## src/rtl/pwm_meter_pkg.sv

```systemverilog
// pwm_meter_pkg: shared types for the PWM waveform meter.
//   meas_state_t - measurement FSM (ARM waits for the first rising edge, RUN counts)
//   res_state_t  - result FSM (EMPTY, DIV while the duty divide runs, FULL holding a result)
//   meas_t       - one completed measurement {hi, per, sat}
// meas_t is sized by MEAS_CNT_W; pwm_meter's CNT_W defaults to it and must stay equal.
package pwm_meter_pkg;
  localparam int MEAS_CNT_W  = 16;
  localparam int MEAS_DUTY_W = 8;

  typedef enum logic {ARM, RUN} meas_state_t;

  typedef enum logic [1:0] {EMPTY, DIV, FULL} res_state_t;

  typedef struct packed {
    logic [MEAS_CNT_W-1:0] hi;
    logic [MEAS_CNT_W-1:0] per;
    logic                  sat;
  } meas_t;
endpackage

```

## src/rtl/pwm_meter_if.sv

```systemverilog
// pwm_meter_if: result channel of the PWM meter.
//   out_valid/out_ready - valid/ready handshake
//   high_cnt, period_cnt - samples high / samples per period
//   duty                - floor(high*2^DUTY_W/period), all ones when high==period
//   sat                 - a counter saturated during this measurement
//   lost                - sticky, a completed measurement was dropped since the last handshake
// master = meter side, slave = consumer side.
interface pwm_meter_if #(
  parameter int CNT_W  = 16,
  parameter int DUTY_W = 8
);
  logic              out_valid;
  logic              out_ready;
  logic [CNT_W-1:0]  high_cnt;
  logic [CNT_W-1:0]  period_cnt;
  logic [DUTY_W-1:0] duty;
  logic              sat;
  logic              lost;

  modport master (output out_valid, high_cnt, period_cnt, duty, sat, lost,
                  input  out_ready);
  modport slave  (input  out_valid, high_cnt, period_cnt, duty, sat, lost,
                  output out_ready);
endinterface

```

## src/rtl/serial_udiv.sv

```systemverilog
// serial_udiv: restoring divider producing Q_W fractional quotient bits of num/den,
// MSB first, one bit per clk. Requires num <= den (a ratio in [0,1]).
//   clk, rst (async, active low)
//   start - load num/den; bits are produced on the following Q_W edges
//   busy  - a divide is in progress
//   done  - one-cycle pulse after the last quotient bit is written
//   quo   - quotient, valid while done is high and held until the next start
module serial_udiv #(
  parameter int NUM_W = 16,
  parameter int Q_W   = 8
) (
  input  logic             clk,
  input  logic             rst,
  input  logic             start,
  input  logic [NUM_W-1:0] num,
  input  logic [NUM_W-1:0] den,
  output logic             busy,
  output logic             done,
  output logic [Q_W-1:0]   quo
);
  localparam int CW = $clog2(Q_W + 1);

  logic [NUM_W-1:0] rem, dreg;
  logic [NUM_W:0]   rem2, diff;
  logic [CW-1:0]    left;
  logic             ge;

  // rem never exceeds den, so 2*rem-den fits below 2^NUM_W whenever it is
  // non-negative; the top bit of diff is therefore a pure borrow flag.
  assign rem2 = {rem, 1'b0};
  assign diff = rem2 - {1'b0, dreg};
  assign ge   = ~diff[NUM_W];
  assign busy = (left != '0);

  always_ff @(posedge clk or negedge rst) begin
    if (!rst) begin
      rem  <= '0;
      dreg <= '0;
      quo  <= '0;
      left <= '0;
      done <= 1'b0;
    end else begin
      done <= 1'b0;
      if (start) begin
        rem  <= num;
        dreg <= den;
        quo  <= '0;
        left <= CW'(Q_W);
      end else if (busy) begin
        rem  <= ge ? diff[NUM_W-1:0] : rem2[NUM_W-1:0];
        quo  <= {quo[Q_W-2:0], ge};
        left <= left - 1'b1;
        if (left == CW'(1)) done <= 1'b1;
      end
    end
  end
endmodule

```

## src/rtl/pwm_meter.sv

```systemverilog
// pwm_meter: measures high time, period and duty of a sampled digital signal.
//   clk       - emulator clock
//   rst       - async reset, active low
//   cke       - sample enable; in is only looked at on edges with cke=1
//   in        - measured signal
//   res       - result channel (pwm_meter_if.master)
// A measurement spans one rising edge to the next. The counters and edge
// detector advance only on sampled edges; the result FSM and divider run every
// clk. Results appear DUTY_W+1 edges after the completing edge.
module pwm_meter
  import pwm_meter_pkg::*;
#(
  parameter int CNT_W  = MEAS_CNT_W,
  parameter int DUTY_W = MEAS_DUTY_W
) (
  input  logic          clk,
  input  logic          rst,
  input  logic          cke,
  input  logic          in,
  pwm_meter_if.master   res
);
  meas_state_t       m_state, m_nxt;
  res_state_t        r_state, r_nxt;
  logic              last, rise, comp, msat;
  logic [CNT_W-1:0]  hi_cnt, per_cnt;
  meas_t             cap;
  logic              eq;
  logic [DUTY_W-1:0] duty_q, quo;
  logic              lost_q;
  logic              capture, drop, hs, fin;
  logic              div_busy, div_done;

  // last resets high so a signal already high out of reset is not an edge.
  assign rise = cke & in & ~last;
  assign comp = rise & (m_state == RUN);

  // ---- measurement FSM ----
  always_ff @(posedge clk or negedge rst) begin
    if (!rst) m_state <= ARM;
    else      m_state <= m_nxt;
  end

  always_comb begin
    m_nxt = m_state;
    if (rise && m_state == ARM) m_nxt = RUN;
  end

  always_ff @(posedge clk or negedge rst) begin
    if (!rst) begin
      last    <= 1'b1;
      hi_cnt  <= '0;
      per_cnt <= '0;
      msat    <= 1'b0;
    end else if (cke) begin
      last <= in;
      if (rise) begin
        // the rising sample itself is the first high sample of the new period
        hi_cnt  <= CNT_W'(1);
        per_cnt <= CNT_W'(1);
        msat    <= 1'b0;
      end else if (m_state == RUN) begin
        if (&per_cnt) msat <= 1'b1;
        else          per_cnt <= per_cnt + 1'b1;
        if (in) begin
          if (&hi_cnt) msat <= 1'b1;
          else         hi_cnt <= hi_cnt + 1'b1;
        end
      end
    end
  end

  // ---- result FSM ----
  always_ff @(posedge clk or negedge rst) begin
    if (!rst) r_state <= EMPTY;
    else      r_state <= r_nxt;
  end

  always_comb begin
    r_nxt   = r_state;
    capture = 1'b0;
    drop    = 1'b0;
    hs      = 1'b0;
    fin     = 1'b0;
    case (r_state)
      EMPTY: begin
        if (comp) begin
          capture = 1'b1;
          r_nxt   = DIV;
        end
      end
      DIV: begin
        if (comp) drop = 1'b1;
        // done pulses on the first cycle busy is low again
        if (div_done && !div_busy) begin
          fin   = 1'b1;
          r_nxt = FULL;
        end
      end
      FULL: begin
        if (res.out_ready) begin
          hs = 1'b1;
          // a completion on the handshake edge refills the slot directly
          if (comp) begin
            capture = 1'b1;
            r_nxt   = DIV;
          end else begin
            r_nxt = EMPTY;
          end
        end else if (comp) begin
          drop = 1'b1;
        end
      end
      default: r_nxt = EMPTY;
    endcase
  end

  always_ff @(posedge clk or negedge rst) begin
    if (!rst) begin
      cap    <= '0;
      eq     <= 1'b0;
      duty_q <= '0;
      lost_q <= 1'b0;
    end else begin
      if (capture) begin
        cap <= '{hi: hi_cnt, per: per_cnt, sat: msat};
        eq  <= (hi_cnt == per_cnt);
      end
      // hi==per would need a quotient of 2^DUTY_W; clamp to all ones
      if (fin) duty_q <= eq ? '1 : quo;
      if (hs)        lost_q <= 1'b0;
      else if (drop) lost_q <= 1'b1;
    end
  end

  serial_udiv #(.NUM_W(CNT_W), .Q_W(DUTY_W)) u_div (
    .clk   (clk),
    .rst   (rst),
    .start (capture),
    .num   (hi_cnt),
    .den   (per_cnt),
    .busy  (div_busy),
    .done  (div_done),
    .quo   (quo)
  );

  assign res.out_valid  = (r_state == FULL);
  assign res.high_cnt   = cap.hi;
  assign res.period_cnt = cap.per;
  assign res.duty       = duty_q;
  assign res.sat        = cap.sat;
  assign res.lost       = lost_q;
endmodule
```

## src/flat_wrapper.sv

```systemverilog
// flat-port wrapper written by rule: the top's interface ports become plain ports
module pwm_meter_flat import pwm_meter_pkg::*;
#(
  parameter int CNT_W  = MEAS_CNT_W,
  parameter int DUTY_W = MEAS_DUTY_W
)
  (clk, rst, cke, in, res_out_valid, res_high_cnt, res_period_cnt, res_duty, res_sat, res_lost, res_out_ready);
  pwm_meter_if #(.CNT_W(CNT_W), .DUTY_W(DUTY_W)) res_i ();
  input  logic clk;
  input  logic rst;
  input  logic cke;
  input  logic in;
  output wire logic [$bits(res_i.out_valid)-1:0] res_out_valid;
  output wire logic [$bits(res_i.high_cnt)-1:0] res_high_cnt;
  output wire logic [$bits(res_i.period_cnt)-1:0] res_period_cnt;
  output wire logic [$bits(res_i.duty)-1:0] res_duty;
  output wire logic [$bits(res_i.sat)-1:0] res_sat;
  output wire logic [$bits(res_i.lost)-1:0] res_lost;
  input wire logic [$bits(res_i.out_ready)-1:0] res_out_ready;
  assign res_out_valid = res_i.out_valid;
  assign res_high_cnt = res_i.high_cnt;
  assign res_period_cnt = res_i.period_cnt;
  assign res_duty = res_i.duty;
  assign res_sat = res_i.sat;
  assign res_lost = res_i.lost;
  assign res_i.out_ready = res_out_ready;
  pwm_meter #(.CNT_W(CNT_W), .DUTY_W(DUTY_W)) u_core (.clk(clk), .rst(rst), .cke(cke), .in(in), .res(res_i));
endmodule
```

## config.mk

```make
export PLATFORM = sky130hd
export DESIGN_NAME = pwm_meter_flat
export DESIGN_NICKNAME = d
export VERILOG_FILES = /design/src/rtl/pwm_meter_pkg.sv /design/src/rtl/pwm_meter_if.sv /design/src/rtl/serial_udiv.sv /design/src/rtl/pwm_meter.sv /design/src/flat_wrapper.sv
export SDC_FILE = /design/constraint.sdc
export NUM_CORES = 1
export LEC_CHECK = 0
export CORE_ASPECT_RATIO = 1.4
export CORE_UTILIZATION = 53
export DETAILED_ROUTE_END_ITERATION = 12
export PLACE_DENSITY_LB_ADDON = 0.12
export SYNTH_ARGS = -nofsm -noshare
export SYNTH_HDL_FRONTEND = slang
export SYNTH_SLANG_ARGS = --single-unit
```

## constraint.sdc

```tcl
create_clock -name clk -period 2.6 [get_ports clk]
set_input_delay 0.65 -clock clk [delete_from_list [all_inputs] [get_ports clk]]
set_output_delay 0.65 -clock clk [all_outputs]
set_load 0.005 [all_outputs]
```

==> flow_summary.json <==
{
  "wl_mm": 15.1,
  "maxSlewViolCount": 0,
  "tritoncts": "built",
  "violations": "negative setup slack",
  "crit_path_top_delay_cell": "or4_4",
  "drive_above_1_share": 0.0983,
  "slowest_delay_ps": 520,
  "peakVddDrop_mv": 0.818,
  "synth-main-ff-cell": "dfrtp_1",
  "initial_core_util": 0.546,
  "register_area_um2": 2730,
  "grt_max_degree": 53,
  "die_w_um": 91.6,
  "dpl.hpwl_mm": 11.4,
  "ios": 48,
  "fin_skew_ps": 7.55,
  "max_freq_mhz": 362,
  "postRouteAntennaNets": 0,
  "drtPass1Iterations": 5,
  "yosys_warnings": 0,
  "cts.sinks": 109,
  "ys_seq_elements": 109,
  "multi_input_area_um2": 3030,
  "n_fill_cell": 914,
  "drtIter0Drc": 308,
  "routedWlPerCell_um": 17.0,
  "ys_seq_area_frac": 0.458,
  "drc": 0,
  "arrival_ps": 3040,
  "overflow": 0,
  "synth_fp_nets": 701,
  "dieHeight_um": 127,
  "cp_common_cell": "a211o_1",
  "p_leak_nw": 3.32,
  "root_buffer": "clkbuf_16",
  "hold_viol_final": 0,
  "finalSetupViolations": 14,
  "power.density_nw_per_um2": 1280,
  "grt_usage": 0.270,
  "cap_violations": 0,
  "clockBufferDepth": 2,
  "postCtsHoldBufs": 0,
  "num_antenna_cells": 0,
  "nets": 768,
  "num_vias": 5121,
  "cts.htree.levels": 3,
  "status": "complete, but fails checks",
  "clk-insertion-delay-late_ps": 350,
  "rows": 45,
  "grt_pass1_vias": 4899,
  "synthArstFlopShare": 1.00,
  "via_per_inst": 5.79,
  "layout_setup_ws_ps": -164,
  "place.gp.congestion": 0.910,
  "synth_edf_count": 0,
  "path_cells": "inv_2, fa_2, a211o_1, a211o_1, a211o_1, a221o_1, or4_4, o21ai_1",
  "syn_inst": 671,
  "area_growth_pct": 20.2,
  "final_area_um2": 7170,
  "syn_area_um2": 5960,
  "clk_pin_slew_ps": 70,
  "fin_crit_sh": 1.06,
  "whs_ps": 246,
  "final_util": 0.656,
  "cts_buffers": 9,
  "ys_types": 52,
  "required_ps": 2880,
  "end_kind": "register",
  "start_kind": "register",
  "cp_max_fo": 2,
  "worstMarginPinSlew_ps": 625,
  "hold_path_class": "in2async",
  "grt_pass1_wl_mm": 24.4,
  "criticalPathCategory": "reg2reg",
  "dieArea_um2": 11700,
  "min_period_ps": 2760,
  "power_w": 0.00915,
  "antenna_found_initial": 0,
  "portBuffers": 47,
  "avgSynthCellArea_um2": 8.88,
  "core_area_um2": 10900,
  "rsz0062_at_grt": "true",
  "relSlewSlack": 0.579,
  "place_area_um2": 6820
}
-- path summary, 6_finish.rpt --
check / from / to / slack, ps / cells after the start
hold / removal: rst / u_core.res.high_cnt[7] / 250 / 1
setup reg to reg: u_core.res.period_cnt[1] / u_core.u_div.rem[13] / -160 / 8
min in group clk: u_core.msat / u_core.res.sat / 470 / 2
setup / recovery: u_core.res.period_cnt[1] / u_core.u_div.rem[13] / -160 / 8
max in group asynchronous: rst / u_core.res.high_cnt[11] / 1640 / 2
hold reg to reg: u_core.msat / u_core.res.sat / 470 / 2
-- cell families (layout without fill, tap and decap cells) --
family | count (synthesis) | in the layout | share of synthesized area
XOR/XNOR | 53 | 53 | 0.0779
adder cells (fa/ha/maj) | 25 | 25 | 0.0537
multiplexers | 15 | 15 | 0.0256
buffers and inverters | 60 | 132 | 0.0382
flip-flops | 109 | 109 | 0.458
AND/OR/NAND/NOR | 264 | 264 | 0.198
AO/OA/AOI/OAI | 145 | 145 | 0.149
-- critical path: cells and delay by family, from the launching register on --
kind / cells / cell delay [ps]
and+or+nand+nor: 1 / 520
DFF: 1 / 370
buffers and inverters: 1 / 60
adders and majority gates: 1 / 390
AOI/OAI and AO/OA: 5 / 1350
-- power breakdown --
group | switching, W | total, W | internal [W]
Combinational | 0.00261 | 0.00507 | 0.00246
Clock | 0.000683 | 0.00146 | 0.000773
Sequential | 0.000426 | 0.00262 | 0.00219
-- cells in the final DEF, fill, tap and decap left out, types with 6 or more instances in the layout --
| master | count |
|---|---|
| nand2_1 | 131 |
| dfrtp_1 | 108 |
| nor2_1 | 52 |
| o21ai_0 | 47 |
| clkdlybuf4s50_1 | 46 |
| buf_4 | 41 |
| xor2_1 | 37 |
| a21oi_1 | 35 |
| inv_1 | 24 |
| ha_1 | 24 |
| nand3_1 | 16 |
| xnor2_1 | 16 |
| nand4_1 | 14 |
| mux2i_1 | 13 |
| o211ai_1 | 11 |
| clkbuf_16 | 9 |
| a31oi_1 | 8 |
| and3_1 | 7 |
| nor3_1 | 7 |
| or3_1 | 7 |
| a21o_1 | 7 |
| and2_1 | 6 |
| nor4_1 | 6 |
-- cell type report --
cell class / instances / share of cell area
multi-input combinational: 502 / 0.422
sequential: 109 / 0.381
timing repair buffer: 90 / 0.114
clock buffer: 9 / 0.0314
tap: 141 / 0.0246
inverter: 26 / 0.0136
clock inverter: 7 / 0.0129
-- layer usage --
metal	up-vias	track usage	routed length, um	share of wire
li1	2451	-	-	-
met4	0	0.139	623	0.041
met3	36	0.0333	542	0.036
met5	-	0	0	0
met2	127	0.453	7390	0.49
met1	2507	0.343	6490	0.43
-- registers in the layout, indices dropped and copies added, names as in the netlist --
name / cells
u_core.last: 1
u_core.r_state: 2
u_core.u_div.done: 1
u_core.hi_cnt: 16
u_core.m_state: 1
u_core.res.lost: 1
u_core.res.period_cnt: 16
u_core.res.sat: 1
u_core.per_cnt: 16
u_core.res.duty: 8
u_core.eq: 1
u_core.u_div.rem: 16
u_core.u_div.left: 4
u_core.u_div.quo: 8
u_core.msat: 1
u_core.res.high_cnt: 16
-- what timing repair did --
| item | 4_1_cts | 5_1_grt |
|---|---|---|
| buffers inserted | 2 | 0 |
| cloned | 0 | 0 |
| setup endpoints to repair | 17 | 17 |
| resized for setup | 3 | 3 |
| pin swaps | 2 | 1 |
-- synth_stat cells (11+ instances only) --
cell type,n,area share
nand2_1,131,0.082
dfrtp_1,108,0.45
nand4_1,14,0.015
ha_1,24,0.050
nand3_1,16,0.013
nor2_1,54,0.034
clkbuf_1,26,0.016
o21ai_0,49,0.041
xnor2_1,16,0.024
mux2i_1,13,0.022
o211ai_1,11,0.014
xor2_1,37,0.054
inv_1,26,0.016
a21oi_1,35,0.029
-- through the flow --
step	std cells	setup TNS, ps	setup WS (ps)
after global placement	866	-266	-92.3
after floorplan	671	-129	-72.8
final	884	-606	-164
after global routing	884	-2420	-255
after detailed placement	866	-1480	-173
after CTS	884	-955	-183
(Power assumes the default switching activity.)
